`src/rtl/approx_sweep_pkg.sv`:
```
`default_nettype none
// ============================================================================
//  Module      : approx_sweep_pkg
//  Description : Shared state encoding and width helpers for the approximate
//                adder error-characterisation sequencer.
//  Revision    : 1.0 - initial release
// ============================================================================
package approx_sweep_pkg;

  // Sequencer states
  typedef enum logic [1:0] {
    S_IDLE  = 2'd0,
    S_RUN   = 2'd1,
    S_DRAIN = 2'd2,
    S_DONE  = 2'd3
  } sweep_state_t;

  // Width of the {b,a} vector index
  function automatic int vec_w(input int w);
    return 2 * w;
  endfunction

  // Width of the adder result and of the error magnitude
  function automatic int sum_w(input int w);
    return w + 1;
  endfunction

  // Width of the mismatch counter (must hold 2^(2W))
  function automatic int cnt_w(input int w);
    return 2 * w + 1;
  endfunction

  // Width of the error accumulator (2^(2W) vectors times a W+1 bit error)
  function automatic int esum_w(input int w);
    return 3 * w + 2;
  endfunction

endpackage
`default_nettype wire

```
`src/rtl/sweep_err_unit.sv`:
```
`default_nettype none
// ============================================================================
//  Module      : sweep_err_unit
//  Description : Combinational error magnitude of one approximate-adder result
//                against the exact sum of the operands packed in vec = {b,a}.
//  Revision    : 1.0 - initial release
// ============================================================================
module sweep_err_unit
  import approx_sweep_pkg::*;
#(
  parameter int W = 2
) (
  input  logic [2*W-1:0] vec,
  input  logic [W:0]     sum,
  output logic [W:0]     err,
  output logic           err_nz
);

  localparam int EXT_W = W + 2;

  logic [EXT_W-1:0] exact_ext;
  logic [EXT_W-1:0] sum_ext;
  logic [EXT_W-1:0] diff;
  logic [EXT_W-1:0] mag;

  // Signed difference in W+2 bits; the magnitude always fits in W+1 bits
  always_comb begin
    exact_ext = {2'b00, vec[W-1:0]} + {2'b00, vec[2*W-1:W]};
    sum_ext   = {1'b0, sum};
    diff      = sum_ext - exact_ext;
    mag       = diff[EXT_W-1] ? (~diff + 1'b1) : diff;
    err       = mag[W:0];
    err_nz    = (mag != '0);
  end

endmodule
`default_nettype wire

```
`src/rtl/approx_adder_sweep_ctrl.sv`:
```
`default_nettype none
// ============================================================================
//  Module      : approx_adder_sweep_ctrl
//  Description : Exhaustive sweep of all {b,a} operand pairs through one
//                combinational approximate adder; records max |error|, the
//                first vector reaching it, the mismatch count and pass/fail.
//                Optional macro SWEEP_ERR_SUM_EN adds the err_sum output
//                (sum of |error| over the whole sweep).
//  Revision    : 1.0 - initial release
// ============================================================================
module approx_adder_sweep_ctrl
  import approx_sweep_pkg::*;
#(
  parameter int          W  = 2,
  parameter int unsigned ET = 7
) (
  input  logic           clk,
  input  logic           rst,
  input  logic           start,
  input  logic           abort,
  output logic [W-1:0]   adder_a,
  output logic [W-1:0]   adder_b,
  input  logic [W:0]     adder_sum,
  output logic           busy,
  output logic           done,
  output logic           pass,
  output logic [W:0]     max_err,
  output logic [2*W-1:0] worst_vec,
  output logic [2*W:0]   err_cnt
`ifdef SWEEP_ERR_SUM_EN
  ,
  output logic [3*W+1:0] err_sum
`endif
);

  localparam int VEC_W  = vec_w(W);
  localparam int SUM_W  = sum_w(W);
  localparam int CNT_W  = cnt_w(W);
  localparam int ESUM_W = esum_w(W);

  sweep_state_t     state_q,     state_d;
  logic [VEC_W-1:0] vec_q,       vec_d;
  logic [VEC_W-1:0] stage_vec_q, stage_vec_d;
  logic [SUM_W-1:0] stage_sum_q, stage_sum_d;
  logic             stage_vld_q, stage_vld_d;
  logic             busy_q,      busy_d;
  logic             done_q,      done_d;
  logic             pass_q,      pass_d;
  logic [SUM_W-1:0] max_err_q,   max_err_d;
  logic [VEC_W-1:0] worst_vec_q, worst_vec_d;
  logic [CNT_W-1:0] err_cnt_q,   err_cnt_d;
`ifdef SWEEP_ERR_SUM_EN
  logic [ESUM_W-1:0] err_sum_q,  err_sum_d;
`endif

  logic [SUM_W-1:0] stage_err;
  logic             stage_err_nz;

  // Error of the vector issued in the previous cycle
  sweep_err_unit #(
    .W (W)
  ) u_err (
    .vec    (stage_vec_q),
    .sum    (stage_sum_q),
    .err    (stage_err),
    .err_nz (stage_err_nz)
  );

  // Next-state, vector stepping and result accumulation
  always_comb begin
    state_d     = state_q;
    vec_d       = vec_q;
    stage_vec_d = vec_q;
    stage_sum_d = adder_sum;
    stage_vld_d = (state_q == S_RUN);
    pass_d      = pass_q;
    max_err_d   = max_err_q;
    worst_vec_d = worst_vec_q;
    err_cnt_d   = err_cnt_q;
    done_d      = 1'b0;
`ifdef SWEEP_ERR_SUM_EN
    err_sum_d   = err_sum_q;
`endif

    // Fold in the staged vector; strict compare keeps the first worst vector
    if (stage_vld_q) begin
      if (stage_err_nz) begin
        err_cnt_d = err_cnt_q + 1'b1;
      end
      if (stage_err > max_err_q) begin
        max_err_d   = stage_err;
        worst_vec_d = stage_vec_q;
      end
`ifdef SWEEP_ERR_SUM_EN
      err_sum_d = err_sum_q + ESUM_W'(stage_err);
`endif
    end

    case (state_q)
      S_IDLE, S_DONE: begin
        if (start) begin
          state_d     = S_RUN;
          vec_d       = '0;
          pass_d      = 1'b0;
          max_err_d   = '0;
          worst_vec_d = '0;
          err_cnt_d   = '0;
`ifdef SWEEP_ERR_SUM_EN
          err_sum_d   = '0;
`endif
        end
      end
      S_RUN: begin
        if (vec_q == {VEC_W{1'b1}}) begin
          state_d = S_DRAIN;
        end else begin
          vec_d = vec_q + 1'b1;
        end
      end
      S_DRAIN: begin
        state_d = S_DONE;
        done_d  = 1'b1;
        pass_d  = ({{(32-SUM_W){1'b0}}, max_err_d} <= ET);
      end
      default: begin
        state_d = S_IDLE;
      end
    endcase

    // Abort overrides everything, including a simultaneous start
    if (abort) begin
      state_d     = S_IDLE;
      vec_d       = '0;
      stage_vld_d = 1'b0;
      done_d      = 1'b0;
      pass_d      = 1'b0;
      max_err_d   = '0;
      worst_vec_d = '0;
      err_cnt_d   = '0;
`ifdef SWEEP_ERR_SUM_EN
      err_sum_d   = '0;
`endif
    end

    busy_d = (state_d == S_RUN) || (state_d == S_DRAIN);
  end

  // State and result registers with synchronous reset
  always_ff @(posedge clk) begin
    if (rst) begin
      state_q     <= S_IDLE;
      vec_q       <= '0;
      stage_vec_q <= '0;
      stage_sum_q <= '0;
      stage_vld_q <= 1'b0;
      busy_q      <= 1'b0;
      done_q      <= 1'b0;
      pass_q      <= 1'b0;
      max_err_q   <= '0;
      worst_vec_q <= '0;
      err_cnt_q   <= '0;
`ifdef SWEEP_ERR_SUM_EN
      err_sum_q   <= '0;
`endif
    end else begin
      state_q     <= state_d;
      vec_q       <= vec_d;
      stage_vec_q <= stage_vec_d;
      stage_sum_q <= stage_sum_d;
      stage_vld_q <= stage_vld_d;
      busy_q      <= busy_d;
      done_q      <= done_d;
      pass_q      <= pass_d;
      max_err_q   <= max_err_d;
      worst_vec_q <= worst_vec_d;
      err_cnt_q   <= err_cnt_d;
`ifdef SWEEP_ERR_SUM_EN
      err_sum_q   <= err_sum_d;
`endif
    end
  end

  assign adder_a   = vec_q[W-1:0];
  assign adder_b   = vec_q[VEC_W-1:W];
  assign busy      = busy_q;
  assign done      = done_q;
  assign pass      = pass_q;
  assign max_err   = max_err_q;
  assign worst_vec = worst_vec_q;
  assign err_cnt   = err_cnt_q;
`ifdef SWEEP_ERR_SUM_EN
  assign err_sum   = err_sum_q;
`endif

endmodule
`default_nettype wire

```
`config.mk`:
```
export PLATFORM = sky130hd
export DESIGN_NAME = approx_adder_sweep_ctrl
export DESIGN_NICKNAME = d
export VERILOG_FILES = /design/src/rtl/approx_sweep_pkg.sv /design/src/rtl/sweep_err_unit.sv /design/src/rtl/approx_adder_sweep_ctrl.sv
export SDC_FILE = /design/constraint.sdc
export NUM_CORES = 1
export LEC_CHECK = 0
export ABC_AREA = 1
export CAP_MARGIN = 30
export CORE_UTILIZATION = 35
export CTS_BUF_LIST = sky130_fd_sc_hd__clkbuf_4 sky130_fd_sc_hd__clkbuf_8 sky130_fd_sc_hd__clkbuf_16
export DETAILED_ROUTE_END_ITERATION = 8
export HOLD_SLACK_MARGIN = 0.12
export PLACE_DENSITY_LB_ADDON = 0.1
export SYNTH_ARGS = -nofsm -noshare
export SYNTH_HDL_FRONTEND = slang
export SYNTH_HIERARCHICAL = 1
export SYNTH_SLANG_ARGS = --single-unit
```
`constraint.sdc`:
```
create_clock -name clk -period 2.8 [get_ports clk]
set_clock_uncertainty 0.05 [all_clocks]
set_input_delay 0.56 -clock clk [delete_from_list [all_inputs] [get_ports clk]]
set_output_delay 0.56 -clock clk [all_outputs]
set_load 0.02 [all_outputs]
```
# Yosys cells after proc, flatten, opt, wreduce, memory -nomap -nowiden
# Index checks and enable logic that the tools add are counted.
dict set report word_totals {
  reg_bits 29
  inputBits 7
  out_inout_bits 19
  wordCells 58
}
dict set report op_classes {
  n_addsub 5
  n_lt_le_gt_ge 1
  n_eq_ne 8
  muxes 23
  bitwise_logic 1
  reduce_logical 9
}
# op n
set op_table {}
lappend op_table {{2-to-1 mux 4 bit} 7}
lappend op_table {{2-to-1 mux 5 bit} 4}
lappend op_table {{2-to-1 mux 3 bit} 4}
lappend op_table {{adder 4 x 1 -> 4 bit, second input constant} 2}
lappend op_table {{case mux 4 bit (2 select lines)} 1}
lappend op_table {{equality test 2 bit, second input constant} 3}
lappend op_table {{2-to-1 mux 2 bit} 3}
lappend op_table {{case mux 2 bit (3 select lines)} 1}
lappend op_table {{adder 5 x 1 -> 5 bit, second input constant} 1}
lappend op_table {{equality test 2 x 1 -> 1 bit, second input constant} 2}
lappend op_table {{equality test 4 bit, second input constant} 1}
lappend op_table {{inequality test 2 bit, second input constant} 2}
lappend op_table {{inverter 4 bit} 1}
lappend op_table {{nonzero test 2 bit} 2}
lappend op_table {{nonzero test 4 bit} 1}
lappend op_table {{OR reduction 2 bit} 2}
lappend op_table {{subtractor 3 x 4 -> 4 bit} 1}
lappend op_table {{adder 2 x 2 -> 3 bit} 1}
lappend op_table {{> comparator 3 bit} 1}
lappend op_table {{AND reduction 3 bit} 1}
lappend op_table {{zero test 2 bit} 1}
lappend op_table {{2-to-1 mux 1 bit} 2}
lappend op_table {{case mux 1 bit (2 select lines)} 1}
lappend op_table {{AND reduction 2 bit} 1}
lappend op_table {{logical OR 1 bit} 1}

# Depth between registers and ports, before layout
dict set report depth {
  word_depth 10
  depth_mapped 21
  ltp_nobuf 20
}

# Modules after synthesis
# Netlist, hierarchy kept.
# mod instances cells_per_inst area_each_um2 seq_area_each_um2
set by_module_without_submodules {}
lappend by_module_without_submodules {approx_adder_sweep_ctrl 1 178 1355.0 580.6}
lappend by_module_without_submodules {sweep_err_unit 1 50 287.8 0.0}

# Worst setup path after synthesis
# Ideal clock, no wire load.
dict set report synth_path {
  path_kind {flip-flop to flip-flop}
  from {register stage_vec_q[0]}
  to {register worst_vec_q[1] (netlist: worst_vec[1])}
  setup_time_ns 0.113
  arrival_ns 2.670
  t_required_ns 2.637
  slack_ns -0.033
  path_stages_with_launch 22
  path_cell_list {dfxtp_1 inv_1 fa_1 ha_1 inv_1 nand2_1 nand2_1 inv_1 ha_1 inv_1 nand3_1 nand2_1 nand2_1 nand2_1 ha_1 a21oi_1 nand2_1 nand3_2 buf_6 nand2_1 nand2_1 nor2_1}
}
dict set report synth_via {
  elab_chain_cells 10
}
# element line
set synth_rtl {}
lappend synth_rtl {{start: declaration} approx_adder_sweep_ctrl.sv:43} ;# logic [VEC_W-1:0] stage_vec_q, stage_vec_d;
lappend synth_rtl {{start signal: assignment} approx_adder_sweep_ctrl.sv:168} ;# stage_vec_q <= stage_vec_d;
lappend synth_rtl {{adder 2 x 2 -> 3 bit (*)} sweep_err_unit.sv:28} ;# exact_ext = {2'b00, vec[W-1:0]} + {2'b00, vec[2*W-1:W]};
lappend synth_rtl {{subtractor 3 x 4 -> 4 bit (*)} sweep_err_unit.sv:30} ;# diff = sum_ext - exact_ext;
lappend synth_rtl {{inverter 4 bit} sweep_err_unit.sv:31} ;# mag = diff[EXT_W-1] ? (~diff + 1'b1) : diff;
lappend synth_rtl {{adder 4 x 1 -> 4 bit} sweep_err_unit.sv:31}
lappend synth_rtl {{2-to-1 mux 4 bit (*)} sweep_err_unit.sv:31}
lappend synth_rtl {{net stage_err[0]} approx_adder_sweep_ctrl.sv:56} ;# logic [SUM_W-1:0] stage_err;
lappend synth_rtl {{> comparator 3 bit (*)} approx_adder_sweep_ctrl.sv:90} ;# if (stage_err > max_err_q) begin
lappend synth_rtl {{2-to-1 mux 4 bit (*)} approx_adder_sweep_ctrl.sv:90}
lappend synth_rtl {{2-to-1 mux 4 bit (*)} approx_adder_sweep_ctrl.sv:86} ;# if (stage_vld_q) begin
lappend synth_rtl {{2-to-1 mux 4 bit} approx_adder_sweep_ctrl.sv:101} ;# if (start) begin
lappend synth_rtl {{2-to-1 mux 4 bit (*)} approx_adder_sweep_ctrl.sv:99} ;# case (state_q)
lappend synth_rtl {{end signal: assignment} approx_adder_sweep_ctrl.sv:175} ;# worst_vec_q <= worst_vec_d;
lappend synth_rtl {{end: declaration} approx_adder_sweep_ctrl.sv:50} ;# logic [VEC_W-1:0] worst_vec_q, worst_vec_d;
# Mark *: on every way through the listed nets, which the timed path passes. The rest lies on a longest branch.
# A chain may end at the register's enable or synchronous reset.

# Worst setup path in the final report
dict set report layout_path {
  from {register stage_vec_q[0]}
  to {register max_err_q[2] (netlist: max_err[2])}
}
dict set report layout_via {
  elab_chain_cells 10
}
# element line
set layout_rtl {}
lappend layout_rtl {{adder 2 x 2 -> 3 bit (*)} sweep_err_unit.sv:28}
lappend layout_rtl {{subtractor 3 x 4 -> 4 bit (*)} sweep_err_unit.sv:30}
lappend layout_rtl {{inverter 4 bit} sweep_err_unit.sv:31}
lappend layout_rtl {{adder 4 x 1 -> 4 bit} sweep_err_unit.sv:31}
lappend layout_rtl {{2-to-1 mux 4 bit (*)} sweep_err_unit.sv:31}
lappend layout_rtl {{net stage_err[2]} approx_adder_sweep_ctrl.sv:56}
lappend layout_rtl {{> comparator 3 bit} approx_adder_sweep_ctrl.sv:90}
lappend layout_rtl {{2-to-1 mux 3 bit (*)} approx_adder_sweep_ctrl.sv:90}
lappend layout_rtl {{2-to-1 mux 3 bit (*)} approx_adder_sweep_ctrl.sv:86}
lappend layout_rtl {{2-to-1 mux 3 bit} approx_adder_sweep_ctrl.sv:101}
lappend layout_rtl {{2-to-1 mux 3 bit (*)} approx_adder_sweep_ctrl.sv:99}
lappend layout_rtl {{end signal: assignment} approx_adder_sweep_ctrl.sv:174} ;# max_err_q <= max_err_d;
lappend layout_rtl {{end: declaration} approx_adder_sweep_ctrl.sv:49} ;# logic [SUM_W-1:0] max_err_q, max_err_d;
# Marked as above.

==> metrics.txt <==
# TYPE chip_impl_metric gauge
chip_impl_info{name="result_of_the_run",value="finished with violations"} 1
chip_impl_info{name="violations",value="DRC"} 1
chip_impl_metric{name="ctsLongestPathBuffers",unit=""} 2
chip_impl_metric{name="grtUsageTotal",unit=""} 0.144
chip_impl_metric{name="detail-route-antenna-nets",unit=""} 0
chip_impl_metric{name="synthesized_netlist_net_count",unit=""} 250
chip_impl_metric{name="yosysWarningCount",unit=""} 6
chip_impl_metric{name="dpl.cell_count",unit=""} 307
chip_impl_metric{name="clock-sinks",unit=""} 29
chip_impl_metric{name="gp_routability_congestion",unit=""} 0.758
chip_impl_metric{name="row_count",unit=""} 24
chip_impl_metric{name="synthesized_area_fraction_occupied_by_ao_oa_aoi_and_oai_cells",unit=""} 0.0510
chip_impl_metric{name="worst_slew_margin_rel",unit=""} 0.744
chip_impl_metric{name="syn_area_per_cell",unit="sq um"} 7.21
chip_impl_metric{name="worst_slack_on_hold_paths",unit="ns"} 0.437
chip_impl_metric{name="maxCapViolCount",unit=""} 0
chip_impl_metric{name="dp_worst_setup_slack",unit="ns"} -0.142
chip_impl_metric{name="routed_wirelength",unit="um"} 3350
chip_impl_metric{name="ys_seq_elements",unit=""} 29
chip_impl_metric{name="xor_xnor_portion_of_the_synthesized_cell_area",unit=""} 0.00533
chip_impl_metric{name="power_leakage",unit="nW"} 1.03
chip_impl_metric{name="fin_nets",unit=""} 291
chip_impl_metric{name="maxSlewViolCount",unit=""} 0
chip_impl_metric{name="drc",unit=""} 4
chip_impl_metric{name="grt_pass1_wl",unit="um"} 5650
chip_impl_metric{name="antenna_cells",unit=""} 0
chip_impl_metric{name="max_freq",unit="MHz"} 358
chip_impl_metric{name="chipHeight",unit="um"} 70.5
chip_impl_metric{name="cts_htree_levels",unit=""} 2
chip_impl_metric{name="synth-adder-area-share",unit=""} 0.123
chip_impl_metric{name="yosys-mux-area-fraction",unit=""} 0
chip_impl_metric{name="number_of_port_buffers",unit=""} 25
chip_impl_metric{name="globalRoute.totalOverflow",unit=""} 0
chip_impl_metric{name="grt_antenna_before_repair",unit=""} 0
chip_impl_info{name="rsz0062_at_grt",value="true"} 1
chip_impl_metric{name="required",unit="ns"} 2.96
chip_impl_metric{name="starting_utilization_of_the_core_area",unit=""} 0.370
chip_impl_metric{name="setup_tns",unit="ns"} 0
chip_impl_metric{name="detail_route.vias_per_cell",unit=""} 4.46
chip_impl_metric{name="synth-edff-count",unit=""} 0
chip_impl_info{name="hold_path.class",value="reg2reg"} 1
chip_impl_metric{name="number_of_standard_cells_in_the_final_layout_excluding_fillers",unit=""} 321
chip_impl_metric{name="maximum_number_of_pins_on_one_net_before_global_route_repair",unit=""} 13
chip_impl_metric{name="yosysSeqAreaShare",unit=""} 0.353
chip_impl_info{name="ys.flop_type",value="sky130_fd_sc_hd__dfxtp_1"} 1
chip_impl_metric{name="worst_setup_margin",unit="ns"} 0.00995
chip_impl_info{name="critical_path.startpoint_type",value="flip-flop"} 1
chip_impl_info{name="criticalPathCategory",value="reg2reg"} 1
chip_impl_info{name="dominant_combinational_cell_family_by_area_after_synthesis",value="simple AND/OR/NAND/NOR gates"} 1
chip_impl_metric{name="share_clk_of_total_power",unit=""} 0.348
chip_impl_metric{name="area.growth.synth_to_final",unit="%"} 38.4
chip_impl_metric{name="sw_frac_of_total",unit=""} 0.278
chip_impl_metric{name="first_global_vias",unit=""} 1325
chip_impl_metric{name="worst_ep_arrival_time",unit="ns"} 2.95
chip_impl_info{name="critPathSlowestCell",value="sky130_fd_sc_hd__fa_1"} 1
chip_impl_metric{name="core_area",unit="sq um"} 4440
chip_impl_metric{name="i_o_pin_total",unit=""} 26
chip_impl_metric{name="first_pass_drt_iterations",unit=""} 6
chip_impl_info{name="cp_cell_sequence",value="inv_2 -> fa_2 -> fa_1 -> inv_1 -> ha_4 -> inv_2 -> nand3_2 -> nand2_1 -> nand2_1 -> nand2_2 -> ha_4 -> a21oi_4 -> nand2_4 -> buf_6 -> nand2_2 -> o21ai_2 -> nor2_2"} 1
chip_impl_metric{name="synth_async_sr_flop_share",unit=""} 0
chip_impl_metric{name="report.final.hold_viol_count",unit=""} 0
chip_impl_metric{name="worst-path-max-fanout",unit=""} 3
chip_impl_metric{name="min_period",unit="ns"} 2.79
chip_impl_metric{name="cts_inserted_buffers",unit=""} 5
chip_impl_metric{name="synth_simple_gate_area_share",unit=""} 0.341
chip_impl_metric{name="route.vias.total",unit=""} 1433
chip_impl_metric{name="wl_per_cell",unit="um"} 10.4
chip_impl_metric{name="drt_first_iter_violations",unit=""} 58
chip_impl_info{name="cts_tree",value="yes"} 1
chip_impl_metric{name="p_switching",unit="mW"} 0.284
chip_impl_metric{name="die_x",unit="um"} 70.5
chip_impl_metric{name="netlist_area",unit="sq um"} 1640
chip_impl_metric{name="postLayoutCellArea",unit="sq um"} 2270
chip_impl_metric{name="clkSlewWorstSetupHoldPaths",unit="ns"} 0.06
chip_impl_metric{name="setup_viol_count_final",unit=""} 0
chip_impl_metric{name="worst_margin_pin_slew",unit="ns"} 0.383
chip_impl_info{name="clock-root-buffer",value="sky130_fd_sc_hd__clkbuf_8"} 1
chip_impl_metric{name="synth_instances",unit=""} 228
chip_impl_metric{name="cellPowerDensity",unit="nW/um^2"} 448
chip_impl_metric{name="intPower",unit="mW"} 0.735
chip_impl_metric{name="post-dp-hpwl",unit="um"} 2410
chip_impl_metric{name="clk_lat_worst_skew",unit="ns"} 0.27
chip_impl_metric{name="fraction_of_final_layout_cells_with_drive_strength_greater_than_1",unit=""} 0.283
chip_impl_metric{name="critPathMaxStageDelay",unit="ns"} 0.54
chip_impl_info{name="endpoint_kind",value="flip-flop"} 1
chip_impl_metric{name="share_seq_of_total_power",unit=""} 0.421
chip_impl_metric{name="final.period_utilization",unit=""} 0.996
chip_impl_metric{name="netlist-cell-type-count",unit=""} 25
chip_impl_metric{name="power_frac_comb",unit=""} 0.231
chip_impl_metric{name="irDropWorstVdd",unit="mV"} 0.259
chip_impl_metric{name="detailed_place.area",unit="sq um"} 1980
chip_impl_metric{name="area_enclosed_by_the_die_boundary",unit="sq um"} 4970
==> path summary, 6_finish.rpt <==
| check | startpoint | to | slack [ns] | cells past startpoint |
|---|---|---|---|---|
| worst max-delay path | stage_vec_q[0]$_SDFF_PP0_ | max_err[2]$_SDFF_PP0_ | 0.01 | 17 |
| worst min-delay path | pass$_SDFFE_PP0P_ | pass$_SDFFE_PP0P_ | 0.44 | 1 |
| worst max register to register | stage_vec_q[0]$_SDFF_PP0_ | max_err[2]$_SDFF_PP0_ | 0.01 | 17 |
| worst min register to register | pass$_SDFFE_PP0P_ | pass$_SDFFE_PP0P_ | 0.44 | 1 |
==> synth_stat cells, types with 2 or more instances <==
| cell type | count | area [sq um] |
|---|---|---|
| sky130_fd_sc_hd__nand2_1 | 58 | 218 |
| sky130_fd_sc_hd__inv_1 | 42 | 158 |
| sky130_fd_sc_hd__nor2_1 | 32 | 120 |
| sky130_fd_sc_hd__dfxtp_1 | 29 | 581 |
| sky130_fd_sc_hd__ha_1 | 13 | 163 |
| sky130_fd_sc_hd__nand3_1 | 9 | 45.0 |
| sky130_fd_sc_hd__nand2_2 | 7 | 43.8 |
| sky130_fd_sc_hd__nor2_2 | 5 | 31.3 |
| sky130_fd_sc_hd__a21oi_1 | 4 | 20.0 |
| sky130_fd_sc_hd__buf_6 | 3 | 33.8 |
| sky130_fd_sc_hd__inv_2 | 3 | 11.3 |
| sky130_fd_sc_hd__nor3_1 | 3 | 15.0 |
| sky130_fd_sc_hd__o21ai_2 | 3 | 26.3 |
| sky130_fd_sc_hd__a22oi_1 | 2 | 15.0 |
| sky130_fd_sc_hd__fa_1 | 2 | 40.0 |
| sky130_fd_sc_hd__nand3_2 | 2 | 20.0 |
| sky130_fd_sc_hd__nand4_1 | 2 | 12.5 |
| sky130_fd_sc_hd__nor2_4 | 2 | 22.5 |
==> cell type report <==
cell class / instances / area (sq um)
timing repair buffer: 36 / 337
tap: 52 / 65.1
fill: 427 / 2170
multi-input combinational: 151 / 1030
inverter: 46 / 173
clock buffer: 7 / 90.1
sequential: 29 / 583
==> layout by cell type (no fill, tap or decap), drive strengths merged <==
cell            n
buf            11
a22oi           2
nand3          12
o21ai           4
clkinv          1
xor2            1
clkbuf          7
inv            45
dfxtp          29
a21oi           5
clkdlybuf4s50  25
fa              2
nand4           3
a22o            1
nor3            3
nand2          65
ha             13
nor2           40
==> critical path: cells and delay by family (launching register included) <==
kind,cells,cell delay [ns]
simple gates,7,0.51
flops,1,0.33
compound gates,2,0.23
fa+ha+maj,4,1.33
buf+inv,4,0.29
==> repair_timing <==
item | 4_1_cts | 5_1_grt
hold buffers | 0 | 0
resized for setup | 14 | 23
pin swaps | 8 | 16
setup buffers | 4 | 2
endpoints found under the setup margin | 7 | 9
cloned | 1 | 0
==> state kept, by name, summed over array words and instances (netlist names) <==
register and count:
pass 1, stage_vec_d 4, done 1, stage_vec_q 4
worst_vec 4, stage_sum_q 3, err_cnt 5, max_err 3
stage_vld_q 1, busy 1, state_q 2
==> per-stage QoR <==
stage	power [mW]	util
2_1_floorplan	0.548	-
3_3_place_gp	0.599	0.445
3_5_place_dp	0.600	0.445
4_1_cts	0.985	0.486
5_1_grt	1.08	0.512
6_report	1.02	0.512
==> metal layers <==
metal | global-route usage | share of wire | up-vias
met5 | 0 | 0 | -
li1 | - | - | 774
met3 | 0.0303 | 0.035 | 4
met2 | 0.237 | 0.45 | 23
met1 | 0.189 | 0.50 | 632
met4 | 0.0476 | 0.010 | 0
==> power groups by stage <==
stage / clock, mW / sequential (mW) / combinational, mW
global route: 0.385 / 0.430 / 0.260
finish: 0.355 / 0.429 / 0.235
floorplan: 0 / 0.440 / 0.109
global placement: 0 / 0.437 / 0.162
detailed placement: 0 / 0.437 / 0.163
CTS: 0.362 / 0.428 / 0.194
==> cells by family after synthesis <==
kind of cell,count (synthesis)
and+or+nand+nor,122
buffers and inverters,49
AOI/OAI and AO/OA,12
xor gates and xnor gates,1
DFF,29
adders and majority gates,15
(Power assumes the default switching activity.)
